--- src/rtl/ch_advert_tx.sv ---
`default_nettype none
// ============================================================================
// Module   : ch_advert_tx
// Purpose  : Cluster-head advertisement transmitter. Serializes a 4-word
//            advertisement (type, ID, hops, Q) onto a valid/ready word stream,
//            repeated a fixed number of times with idle gaps in between.
// Revision : 1.0 - initial release
// ============================================================================
module ch_advert_tx #(
  parameter int                    WORD_WIDTH   = 16,
  parameter logic [WORD_WIDTH-1:0] MSG_TYPE_CH  = 16'h0001,
  parameter logic [15:0]           ADV_INTERVAL = 16'd20,
  parameter logic [15:0]           ADV_REPEATS  = 16'd3
) (
  input  logic                  clk,
  input  logic                  nrst,
  input  logic                  en_CHadv,
  input  logic                  HB_reset,
  input  logic                  role_CH,
  input  logic [WORD_WIDTH-1:0] myNodeID,
  input  logic [WORD_WIDTH-1:0] myQValue,
  input  logic [WORD_WIDTH-1:0] hopsFromCH,
  input  logic                  tx_ready,
  output logic                  tx_valid,
  output logic [WORD_WIDTH-1:0] tx_data,
  output logic                  tx_busy,
  output logic                  adv_done
);

  // A repeat count of zero still sends the message once.
  localparam logic [16:0] C_REPS = (ADV_REPEATS == 16'd0) ? 17'd1 : {1'b0, ADV_REPEATS};
  localparam logic [WORD_WIDTH-1:0] C_ONE = 1;

  typedef enum logic [2:0] {
    s_idle = 3'b000,
    s_load = 3'b001,
    s_send = 3'b010,
    s_gap  = 3'b011,
    s_done = 3'b100
  } state_t;

  state_t                r_state;
  state_t                w_next;
  logic [WORD_WIDTH-1:0] r_id;
  logic [WORD_WIDTH-1:0] r_hops;
  logic [WORD_WIDTH-1:0] r_q;
  logic [1:0]            r_word_idx;
  logic [15:0]           r_rep_cnt;
  logic [15:0]           r_gap_cnt;

  logic                  w_xfer;
  logic                  w_last_word;
  logic                  w_more;
  logic [WORD_WIDTH-1:0] w_hops_next;
  logic [WORD_WIDTH-1:0] w_word;

  assign w_xfer      = (r_state == s_send) && tx_ready;
  assign w_last_word = (r_word_idx == 2'd3);
  assign w_more      = (({1'b0, r_rep_cnt} + 17'd1) < C_REPS);

  // Relay hop count saturates rather than wrapping back to "I am the CH".
  assign w_hops_next = role_CH      ? '0 :
                       (&hopsFromCH) ? hopsFromCH : (hopsFromCH + C_ONE);

  always_ff @(posedge clk or negedge nrst) begin
    if (!nrst) begin
      r_state <= s_idle;
    end else begin
      r_state <= w_next;
    end
  end

  always_comb begin
    w_next = r_state;
    if (HB_reset) begin
      w_next = s_idle;
    end else begin
      case (r_state)
        s_idle: if (en_CHadv) w_next = s_load;
        s_load: w_next = s_send;
        s_send: if (w_xfer && w_last_word) w_next = w_more ? s_gap : s_done;
        s_gap:  if (r_gap_cnt <= 16'd1) w_next = s_send;
        s_done: w_next = s_idle;
        default: w_next = s_idle;
      endcase
    end
  end

  always_ff @(posedge clk or negedge nrst) begin
    if (!nrst) begin
      r_id       <= '0;
      r_hops     <= '0;
      r_q        <= '0;
      r_word_idx <= 2'd0;
      r_rep_cnt  <= 16'd0;
      r_gap_cnt  <= 16'd0;
    end else if (HB_reset) begin
      r_word_idx <= 2'd0;
      r_rep_cnt  <= 16'd0;
      r_gap_cnt  <= 16'd0;
    end else begin
      case (r_state)
        s_load: begin
          r_id       <= myNodeID;
          r_q        <= myQValue;
          r_hops     <= w_hops_next;
          r_word_idx <= 2'd0;
          r_rep_cnt  <= 16'd0;
        end
        s_send: begin
          if (w_xfer) begin
            // 2-bit index wraps to 0 after word 3, ready for the next repeat.
            r_word_idx <= r_word_idx + 2'd1;
            if (w_last_word) begin
              r_rep_cnt <= r_rep_cnt + 16'd1;
              if (w_more) r_gap_cnt <= ADV_INTERVAL;
            end
          end
        end
        s_gap: begin
          if (r_gap_cnt != 16'd0) r_gap_cnt <= r_gap_cnt - 16'd1;
        end
        default: ;
      endcase
    end
  end

  always_comb begin
    w_word = MSG_TYPE_CH;
    case (r_word_idx)
      2'd0: w_word = MSG_TYPE_CH;
      2'd1: w_word = r_id;
      2'd2: w_word = r_hops;
      2'd3: w_word = r_q;
      default: w_word = MSG_TYPE_CH;
    endcase
  end

  assign tx_valid = (r_state == s_send);
  assign tx_data  = tx_valid ? w_word : '0;
  assign tx_busy  = (r_state != s_idle);
  assign adv_done = (r_state == s_done);

endmodule
`default_nettype wire

--- config.mk ---
export PLATFORM = sky130hd
export DESIGN_NAME = ch_advert_tx
export DESIGN_NICKNAME = d
export VERILOG_FILES = /design/src/rtl/ch_advert_tx.sv
export SDC_FILE = /design/constraint.sdc
export NUM_CORES = 1
export LEC_CHECK = 0
export BUFFER_PORTS_ARGS = -buffer_cell sky130_fd_sc_hd__clkbuf_2
export CAP_MARGIN = 25
export CORE_ASPECT_RATIO = 0.9
export CORE_MARGIN = 2
export CORE_UTILIZATION = 35
export DETAILED_ROUTE_END_ITERATION = 8
export PLACE_DENSITY = 0.59
export SLEW_MARGIN = 5
export SYNTH_ARGS = -nofsm -noshare
export SYNTH_HDL_FRONTEND = slang
export SYNTH_SLANG_ARGS = --single-unit
--- constraint.sdc ---
create_clock -name clk -period 4.26 [get_ports clk]
set_input_delay 1.065 -clock clk [delete_from_list [all_inputs] [get_ports clk]]
set_output_delay 1.065 -clock clk [all_outputs]
set_load 0.01 [all_outputs]
==> Yosys cells after proc, flatten, opt, wreduce, memory -nomap -nowiden <==
Cells that the tools add are included.
{ "word_totals": {"register_bits": 85, "elab_cells": 66, "output_inout_bits": 19, "input_bits": 54} }
{ "op_classes": {"muxes": 23, "bitwise_logic": 1, "add_sub_neg": 5, "magnitude_cmp": 2, "reduce_logical": 14, "n_eq_ne": 14} }
{ "ops": {"columns": ["operator", "count"], "rows": [
  ["16-bit 2-to-1 mux", 11],
  ["16-bit one-hot mux with 2 select lines", 2],
  ["16-bit one-hot mux with 4 select lines", 1],
  ["16-bit by 1-bit adder with 16-bit output (second input constant)", 2],
  ["16-bit by 1-bit adder with 17-bit output (second input constant)", 1],
  ["17-bit by 2-bit < comparator with 1-bit output (second input constant)", 1],
  ["16-bit by 1-bit <= comparator with 1-bit output (second input constant)", 1],
  ["16-bit AND reduction", 1],
  ["16-bit nonzero test", 1],
  ["16-bit by 1-bit subtractor with 16-bit output (second input constant)", 1],
  ["3-bit 2-to-1 mux", 5],
  ["3-bit by 2-bit != test with 1-bit output (second input constant)", 4],
  ["3-bit one-hot mux with 4 select lines", 1],
  ["3-bit != test (second input constant)", 3],
  ["3-bit nonzero test", 3],
  ["3-bit by 2-bit equality test with 1-bit output (second input constant)", 2],
  ["3-bit AND reduction", 2],
  ["5-bit AND reduction", 1],
  ["2-bit equality test (second input constant)", 2],
  ["2-bit 2-to-1 mux", 2],
  ["2-bit one-hot mux with 2 select lines", 1],
  ["2-bit AND reduction", 2],
  ["3-bit by 1-bit equality test with 1-bit output (second input constant)", 1],
  ["3-bit equality test (second input constant)", 1],
  ["other kinds (6)", 7]
]} }

==> Logic depth before layout (Yosys ltp) <==
Gate-level depths: netlist of the first run.
{ "depth": {"ltp_word": 7, "mapped_depth": 9, "depth_no_buf": 8} }

==> Worst setup path before layout of the first run <==
Ideal clock, no wire load.
{ "synth_timing": {"path_type": "reg-to-output", "start": "reg r_state[1]", "end": "out tx_data[10]", "stages_incl_launch_ff": 7, "n_path_buf": 3, "t_arrival_ps": 1775, "path_slack_ps": 1420, "cell_sequence": "dfrtp_1 > buf_2 > or3b_2 > or2_2 > clkbuf_1 > clkbuf_1 > nor2_1"} }
{ "synth_between": {"elab_chain_len": 2} }
{ "synth_lines": {"columns": ["element", "line_no", "source"], "rows": [
  ["from (decl)", "42", "state_t r_state;"],
  ["from (signal assigned)", "67", "r_state <= s_idle;"],
  ["from (signal assigned)", "69", "r_state <= w_next;"],
  ["3-bit by 2-bit equality test with 1-bit output", "139", "assign tx_valid = (r_state == s_send);"],
  ["16-bit 2-to-1 mux", "140", "assign tx_data = tx_valid ? w_word : '0;"],
  ["to (decl)", "25", "output logic [WORD_WIDTH-1:0] tx_data,"]
]} }
Every way passes these cells.

==> Worst setup path in the final report of the first run <==
{ "layout_timing": {"start": "reg r_state[2]", "end": "out tx_data[13]"} }
The elaborated chain is that of the path after synthesis.

==> metrics, run 1 <==
run status complete, no violations; die width 128 µm; post-synth net total 650; mean routed wirelength per cell 15.9 µm; VDD IR max 206 µV; Arrival @ worst endpoint 2230 ps; area of all sequential standard cells 0.00213 mm²; count of inserted antenna diode cells 0; global-route congestion overflow total 0; Starting Density 0.361; setup violators final 0; maximum buffer depth of the clock tree 2; quantity of I/O buffers inserted on ports 72; antenna violations before repair 0; post-synth design cell area 0.00487 mm²; Critical path origin r_state[2]; maximum number of pins on one net before global-route repair 62; post-route cell area 0.00566 mm²; number of warnings reported in the yosys synthesis log 0; min Tclk post-route 3290 ps; synthesis-to-layout area growth 16.4%; Crit path required time 3190 ps; max-cap violation count 0; CP Class flip-flop to output pin; number of different library cells in the post-synthesis netlist 57; CTS-repair resized insts 0; Static Leak 2.58 nW; worst reg2reg path endpoint r_gap_cnt[12]; cell area reported after detailed placement 0.00533 mm²; global-route wire length before repair 21.0 mm; Fin Clk Skew 4.10 ps; Post-Syn Area per Cell 8.28 µm²; GP Congestion 0.831; max-slew violations 0; number of design rule violations left after detail routing 0; Peak Freq 0.304 GHz; Critical Path End Type output pin; wirelength, routed 12.9 mm; via count of the first global-routing pass 4155; standard-cell rows 40; capturing instance or port of the critical path tx_data[13]; Hold Buf Count CTS 0; multi-input gate area in the final layout 0.00251 mm²; RSZ-0062 raised after global routing no; Critical Path Source Type flip-flop; drt pass-1 iters 7; count of antenna-violating nets left after detailed routing 0; chain of cells forming the critical path or3b_2 -> or2_2 -> nor2_1 -> clkbuf_2; overall fraction of global-route tracks in use 0.178; Die Height 116 µm; slack of the worst reg-to-reg path 1240 ps; post-route setup TNS 0 ps; DR vias 4431; core box area 0.0135 mm²; highest fanout seen on the critical path 15; transition time of the tightest slew-check pin 950 ps; post-route total power 2.25 mW; via density per instance 5.44; Async SR Flop Fraction 1.00; Top FF cell, synth sky130_fd_sc_hd__dfrtp_1; fraction of final layout cells sized beyond drive strength 1 0.163; DIE AREA 0.0149 mm²; Power Dens Cells 397 mW/mm²; Hold WC Path Type flip-flop to flip-flop; layout net count 703; Seq/Total Area, Yosys 0.437; worst-path cell with the longest stage delay sky130_fd_sc_hd__or3b_2; highest cell delay on the worst timing path 600 ps; I/O Pins 73; FF+latch count, synth 85; number of H-tree levels 3; clock slew seen by the registers of the worst setup and hold paths 60 ps; number of clock sinks seen by CTS 85; First DRT Iteration DRCs 473; filler cell count 1320; post-CTS setup repair buffer count 0; CTS root buffer sky130_fd_sc_hd__clkbuf_16; Post-DP HPWL 9.25 mm; clock latency at the later pin of the worst-skew pair 340 ps; clock tree from TritonCTS built; instance count of the mapped netlist 588; relative max-transition margin 0.367; cells on worst reg2reg path 8; number of buffers added by the clock tree synthesis step 9; post-route core utilization 0.421; share of the cycle needed by the critical path after routing 0.773; final hold violation count 0; reg-to-reg critical path startpoint r_gap_cnt[1]; number of enable-type register cells in the synthesized netlist 0
cell usage after synthesis (all sizes together), types with 14 or more instances:
cell type	count	area, µm²
a31oi	14	87.6
nor2	52	195
o21ai	40	200
nand3	17	85.1
o31ai	16	120
dfrtp	85	2130
inv	19	71.3
nor3	21	128
nand2	138	518
a222oi	16	160
a21oi	21	105
clkbuf	30	114
kinds of logic after synthesis:
kind of cell,share of synthesized area
xor+xnor,0.0252
buf+inv,0.0478
simple gates,0.278
fa+ha+maj,0.0206
flops,0.437
mux,0.0103
compound gates,0.181
report_power, final:
| part | switching, mW | internal, mW | total, mW |
|---|---|---|---|
| logic | 0.216 | 0.143 | 0.360 |
| registers | 0.0944 | 0.934 | 1.03 |
| clock network | 0.314 | 0.544 | 0.858 |
| total | 0.624 | 1.62 | 2.25 |
area by class of cell:
cell class,instances,area share
repair buffers,79,0.0734
well taps,168,0.0371
clock inverters,4,0.0124
flip-flops and latches,85,0.376
inverters,19,0.0126
clock buffers,12,0.0453
multi-input cells,447,0.444
routing by layer:
metal,share of wire,global-route usage
met1,0.48,0.258
met2,0.46,0.271
met3,0.054,0.0374
met5,0,0
met4,0.011,0.0476
per-stage QoR:
stage,instances,worst slack (ps),hold WS (ps)
floorplan,588,1420,443
global placement,797,1350,461
detailed placement,797,1330,464
CTS,813,961,479
global route,814,865,491
finish,814,967,479
cells in the final DEF (no fill, tap or decap), types with 4 or more instances in the layout:
cell type / instances
sky130_fd_sc_hd__nand2_1: 138
sky130_fd_sc_hd__dfrtp_1: 85
sky130_fd_sc_hd__clkbuf_2: 71
sky130_fd_sc_hd__nor2_1: 52
sky130_fd_sc_hd__o21ai_0: 39
sky130_fd_sc_hd__a21oi_1: 21
sky130_fd_sc_hd__inv_1: 19
sky130_fd_sc_hd__nor3_1: 18
sky130_fd_sc_hd__nand3_1: 17
sky130_fd_sc_hd__a222oi_1: 16
sky130_fd_sc_hd__o31ai_1: 16
sky130_fd_sc_hd__a31oi_1: 14
sky130_fd_sc_hd__xnor2_1: 11
sky130_fd_sc_hd__nand4_1: 10
sky130_fd_sc_hd__clkbuf_16: 9
sky130_fd_sc_hd__ha_1: 8
sky130_fd_sc_hd__buf_4: 8
sky130_fd_sc_hd__nor4_1: 7
sky130_fd_sc_hd__and2_1: 6
sky130_fd_sc_hd__nand2b_1: 6
sky130_fd_sc_hd__and3_1: 5
sky130_fd_sc_hd__nor3b_1: 5
sky130_fd_sc_hd__mux2i_1: 5
sky130_fd_sc_hd__or2_2: 4
sky130_fd_sc_hd__or3_1: 4
critical path: cells and delay by family, from the launching register on:
kind / cells / cell delay (ps)
simple gates: 3 / 1240
buf+inv: 1 / 160
flops: 1 / 490
worst min-delay path by stage:
stage / startpoint / end / slack [ps] / cells past startpoint
floorplan: r_hops[11] / r_hops[11] / 440 / 2
global placement: r_q[13] / r_q[13] / 460 / 2
detailed placement: r_id[9] / r_id[9] / 460 / 2
CTS: r_id[9] / r_id[9] / 480 / 2
global route: r_q[4] / r_q[4] / 490 / 2
finish: r_id[9] / r_id[9] / 480 / 2
flip-flops by register name, summed over array words and instances (netlist names):
register / count
r_q: 16
r_word_idx: 2
r_id: 16
r_gap_cnt: 16
r_state: 3
r_rep_cnt: 16
r_hops: 16
(Power assumes the default switching activity.)
==> run 2, diff against run 1 <==
- clock period: 4.26 -> 3.3 ns (I/O delays scaled with it)
==> run 2 against run 1 <==
Sequential power grew 29%. Cell area grew 0.33%. Clock skew shrank 0.99 ps. Combinational power grew 32%. Critical endpoint unchanged.
==> metrics, run 2 (synthesis results as in run 1) <==
filler cell count 1375; maximum number of pins on one net before global-route repair 54; core box area 0.0135 mm²; chain of cells forming the critical path or3b_2 -> or2_2 -> nor2_1 -> clkbuf_2; max-cap violation count 0; highest fanout seen on the critical path 15; Power Dens Cells 508 mW/mm²; Critical Path End Type output pin; Post-DP HPWL 9.34 mm; post-CTS setup repair buffer count 0; CTS-repair resized insts 0; Static Leak 2.59 nW; number of stages on the worst hold path 2; overall fraction of global-route tracks in use 0.186; I/O Pins 73; drt pass-1 iters 7; maximum buffer depth of the clock tree 2; standard-cell rows 40; clock tree from TritonCTS built; count of antenna-violating nets left after detailed routing 0; DIE AREA 0.0149 mm²; fraction of final layout cells sized beyond drive strength 1 0.167; sequential share of power 0.462; number of buffers added by the clock tree synthesis step 9; clock latency at the later pin of the worst-skew pair 340 ps; proportion of power drawn by the clock network 0.373; RSZ-0062 raised after global routing no; setup violators final 0; number of H-tree levels 3; worst-path cell with the longest stage delay sky130_fd_sc_hd__or3b_2; cell-internal power 2.06 mW; global-route wire length before repair 21.9 mm; commonest cells after routing, fill and taps aside sky130_fd_sc_hd__nand2_1 (138), sky130_fd_sc_hd__dfrtp_1 (85), sky130_fd_sc_hd__clkbuf_2 (71); Hold Buf Count CTS 0; most common library cell in the layout ignoring fill and taps sky130_fd_sc_hd__nand2_1; final hold violation count 0; layout net count 708; Die Height 116 µm; Worst Slack Setup Final 211 ps; via count of the first global-routing pass 4303; First DRT Iteration DRCs 440; pre-CTS WS 518 ps; Arrival @ worst endpoint 2260 ps; synthesis-to-layout area growth 16.7%; cells on worst reg2reg path 7; die width 128 µm; GP Congestion 0.871; Starting Density 0.361; clock slew seen by the registers of the worst setup and hold paths 60 ps; CTS root buffer sky130_fd_sc_hd__clkbuf_16; via density per instance 5.54; portion of total power attributed to combinational logic 0.165; global-route congestion overflow total 0; Fin Clk Skew 3.12 ps; CP Class flip-flop to output pin; min Tclk post-route 3090 ps; run status complete, no violations; count of inserted antenna diode cells 0; antenna violations before repair 0; net switching power 0.826 mW; post-route setup TNS 0 ps; DR vias 4541; VDD IR max 292 µV; mean routed wirelength per cell 16.1 µm; transition time of the tightest slew-check pin 735 ps; max-slew violations 0; Crit path required time 2470 ps; relative max-transition margin 0.505; number of design rule violations left after detail routing 0; net switching fraction of the power 0.286; Hold WC Path Type flip-flop to flip-flop; Critical Path Source Type flip-flop; number of clock sinks seen by CTS 85; highest cell delay on the worst timing path 590 ps; Peak Freq 0.324 GHz; share of the cycle needed by the critical path after routing 0.936; quantity of I/O buffers inserted on ports 72; wirelength, routed 13.2 mm
## run 2: changes by cell type in the layout (fill, tap and decap cells not counted)
cell,delta
sky130_fd_sc_hd__buf_4,+5
sky130_fd_sc_hd__clkinv_2,+1
sky130_fd_sc_hd__clkbuf_1,+1
sky130_fd_sc_hd__clkbuf_8,-2
## run 2: layer usage
metal,part of all wire,GRT usage
met3,0.058,0.0466
met2,0.45,0.280
met4,0.012,0.0469
met5,0,0
met1,0.48,0.267
## run 2: layout make-up
class / instances / area, µm² / area share
Clock buffer: 11 / 233 / 0.0410
Clock inverter: 5 / 75.1 / 0.0132
Inverter: 19 / 71.3 / 0.0126
Multi-Input combinational cell: 447 / 2510 / 0.442
Sequential cell: 85 / 2130 / 0.374
Tap cell: 168 / 210 / 0.0370
Timing Repair Buffer: 84 / 453 / 0.0797
## run 2: power groups by stage
stage | Clock, mW | Sequential, mW | Combinational (mW)
CTS | 1.11 | 1.33 | 0.481
detailed placement | 0 | 1.34 | 0.479
finish | 1.08 | 1.33 | 0.477
global route | 1.15 | 1.35 | 0.557
global placement | 0 | 1.34 | 0.464
floorplan | 0 | 1.29 | 0.321
## run 2: worst paths after layout
check,slack (ps),endpoint,start
worst max-delay path,210,tx_data[13],r_state[2]
worst min-delay path,480,r_q[7],r_q[7]
worst max register to register,500,r_gap_cnt[10],r_rep_cnt[1]
worst min register to register,480,r_q[7],r_q[7]
max in group asynchronous,2040,r_q[6],nrst
min in group asynchronous,500,r_hops[9],nrst
## run 2: critical path, delay by kind of cell (launching register included)
| family | cells | cell delay (ps) |
|---|---|---|
| simple gates | 3 | 1260 |
| flops | 1 | 500 |
| buf+inv | 1 | 160 |
## run 2: stage by stage
| step | utilization | std cells | hold slack, ps | power [mW] | cell area (µm²) |
|---|---|---|---|---|---|
| detailed placement | 0.399 | 803 | 465 | 1.82 | 5370 |
| CTS | 0.422 | 819 | 482 | 2.92 | 5680 |
| global placement | 0.399 | 803 | 459 | 1.80 | 5370 |
| global route | 0.422 | 819 | 500 | 3.06 | 5680 |
| finish | 0.422 | 819 | 484 | 2.89 | 5680 |
| floorplan | - | 588 | 443 | 1.61 | 4870 |
==> run 3, diff against run 2 <==
- MAX_ROUTING_LAYER: unset -> met4
==> run 3 against run 2 <==
Flip-flop and latch count did not move. Critical path depth did not move. Fmax rose by 0.29%. Register-to-register slack barely moved. Clock-buffer cell count did not move. Highest routed layer unchanged. Largest cell class unchanged. First-iteration DRC count fell by 3.0%. Sequential share of layout area did not move. Setup slack improved by 9.0 ps. Hold slack barely moved.
==> metrics, run 3 (synthesis results as in run 1) <==
commonest cells after routing, fill and taps aside sky130_fd_sc_hd__nand2_1 (138), sky130_fd_sc_hd__dfrtp_1 (85), sky130_fd_sc_hd__clkbuf_2 (71); Peak Freq 0.325 GHz; post-route setup TNS 0 ps; First DRT Iteration DRCs 427; Static Leak 2.59 nW; Crit path required time 2470 ps; number of design rule violations left after detail routing 0; post-CTS setup repair buffer count 0; drt pass-1 iters 5; Power Dens Cells 509 mW/mm²; via count of the first global-routing pass 4303; clock tree from TritonCTS built; Fin Clk Skew 3.71 ps; die width 128 µm; relative max-transition margin 0.507; antenna violations before repair 0; maximum buffer depth of the clock tree 2; mean routed wirelength per cell 16.2 µm; Critical Path Source Type flip-flop; CTS-repair resized insts 0; VDD IR max 293 µV; GP Congestion 0.886; reg-to-reg critical path startpoint r_rep_cnt[1]; worst hold start r_q[15]; CP Class flip-flop to output pin; quantity of I/O buffers inserted on ports 72; CTS root buffer sky130_fd_sc_hd__clkbuf_16; Hold WC Path Type flip-flop to flip-flop; maximum number of pins on one net before global-route repair 54; count of inserted antenna diode cells 0; wirelength, routed 13.3 mm; setup violators final 0; Hold Buf Count CTS 0; filler cell count 1375; clock latency at the later pin of the worst-skew pair 340 ps; Starting Density 0.361; Arrival @ worst endpoint 2260 ps; most common library cell in the layout ignoring fill and taps sky130_fd_sc_hd__nand2_1; max-cap violation count 0; Die Height 116 µm; global-route wire length before repair 21.9 mm; DIE AREA 0.0149 mm²; number of buffers added by the clock tree synthesis step 9; number of stages on the worst hold path 2; multi-input gate area in the final layout 0.00251 mm²; via density per instance 5.54; cells on worst reg2reg path 7; number of clock sinks seen by CTS 85; min Tclk post-route 3080 ps; count of antenna-violating nets left after detailed routing 0; number of H-tree levels 3; RSZ-0062 raised after global routing no; final hold violation count 0; clock slew seen by the registers of the worst setup and hold paths 60 ps; Post-DP HPWL 9.34 mm; core box area 0.0135 mm²; slack of the worst reg-to-reg path 490 ps; share of the cycle needed by the critical path after routing 0.933; standard-cell rows 40; end point of the most critical hold path r_q[15]; run status complete, no violations; max-slew violations 0; worst reg2reg path endpoint r_gap_cnt[10]; Critical Path End Type output pin; layout net count 708; highest fanout seen on the critical path 15; area of all sequential standard cells 0.00213 mm²; I/O Pins 73; fraction of final layout cells sized beyond drive strength 1 0.167; post-route core utilization 0.422; transition time of the tightest slew-check pin 732 ps; post-route total power 2.89 mW; global-route congestion overflow total 0; DR vias 4535; overall fraction of global-route tracks in use 0.192; synthesis-to-layout area growth 16.7%
run 3: cell counts in the layout (fill, tap and decap cells not counted):
Identical to the previous run, type by type.
run 3: worst max-delay path, stage by stage (launching register included):
cell and delay, ps:
sky130_fd_sc_hd__dfrtp_1 500, sky130_fd_sc_hd__or3b_2 600, sky130_fd_sc_hd__or2_2 450, sky130_fd_sc_hd__nor2_1 200, sky130_fd_sc_hd__clkbuf_2 160
run 3: final cells by class:
class                           count  share of cell area
Multi-Input combinational cell    447               0.442
Clock inverter                      5              0.0132
Timing Repair Buffer               84              0.0797
Inverter                           19              0.0126
Tap cell                          168              0.0370
Sequential cell                    85               0.374
Clock buffer                       11              0.0410
run 3: worst max-delay path by stage:
stage	slack [ps]	startpoint	cells past startpoint	endpoint
global route	140	r_state[2]	4	tx_data[15]
detailed placement	520	r_rep_cnt[0]	7	r_gap_cnt[3]
global placement	600	r_state[2]	4	tx_data[15]
finish	220	r_state[2]	4	tx_data[15]
floorplan	700	r_state[1]	6	tx_data[10]
CTS	190	r_state[2]	4	tx_data[13]
run 3: layer usage:
metal,GRT usage,vias to the layer above,wire (µm)
met2,0.278,121,5920
li1,-,2193,-
met3,0.0462,10,754
met4,0.0469,0,163
met1,0.270,2211,6440
met5,-,-,0
run 3: metrics by stage:
| stage | cell area (µm²) | instances | hold slack [ps] | worst slack [ps] |
|---|---|---|---|---|
| after floorplan | 4870 | 588 | 443 | 700 |
| after detailed placement | 5370 | 803 | 465 | 518 |
| after global routing | 5680 | 819 | 500 | 143 |
| after CTS | 5680 | 819 | 482 | 192 |
| after global placement | 5370 | 803 | 459 | 596 |
| final | 5680 | 819 | 484 | 220 |
run 3: where the power goes:
| part | leakage (nW) | switching (mW) | internal, mW | total [mW] |
|---|---|---|---|---|
| Combinational | 1.32 | 0.283 | 0.195 | 0.478 |
| Sequential | 1.12 | 0.128 | 1.21 | 1.33 |
| Clock | 0.153 | 0.420 | 0.660 | 1.08 |
| Total | 2.59 | 0.831 | 2.06 | 2.89 |
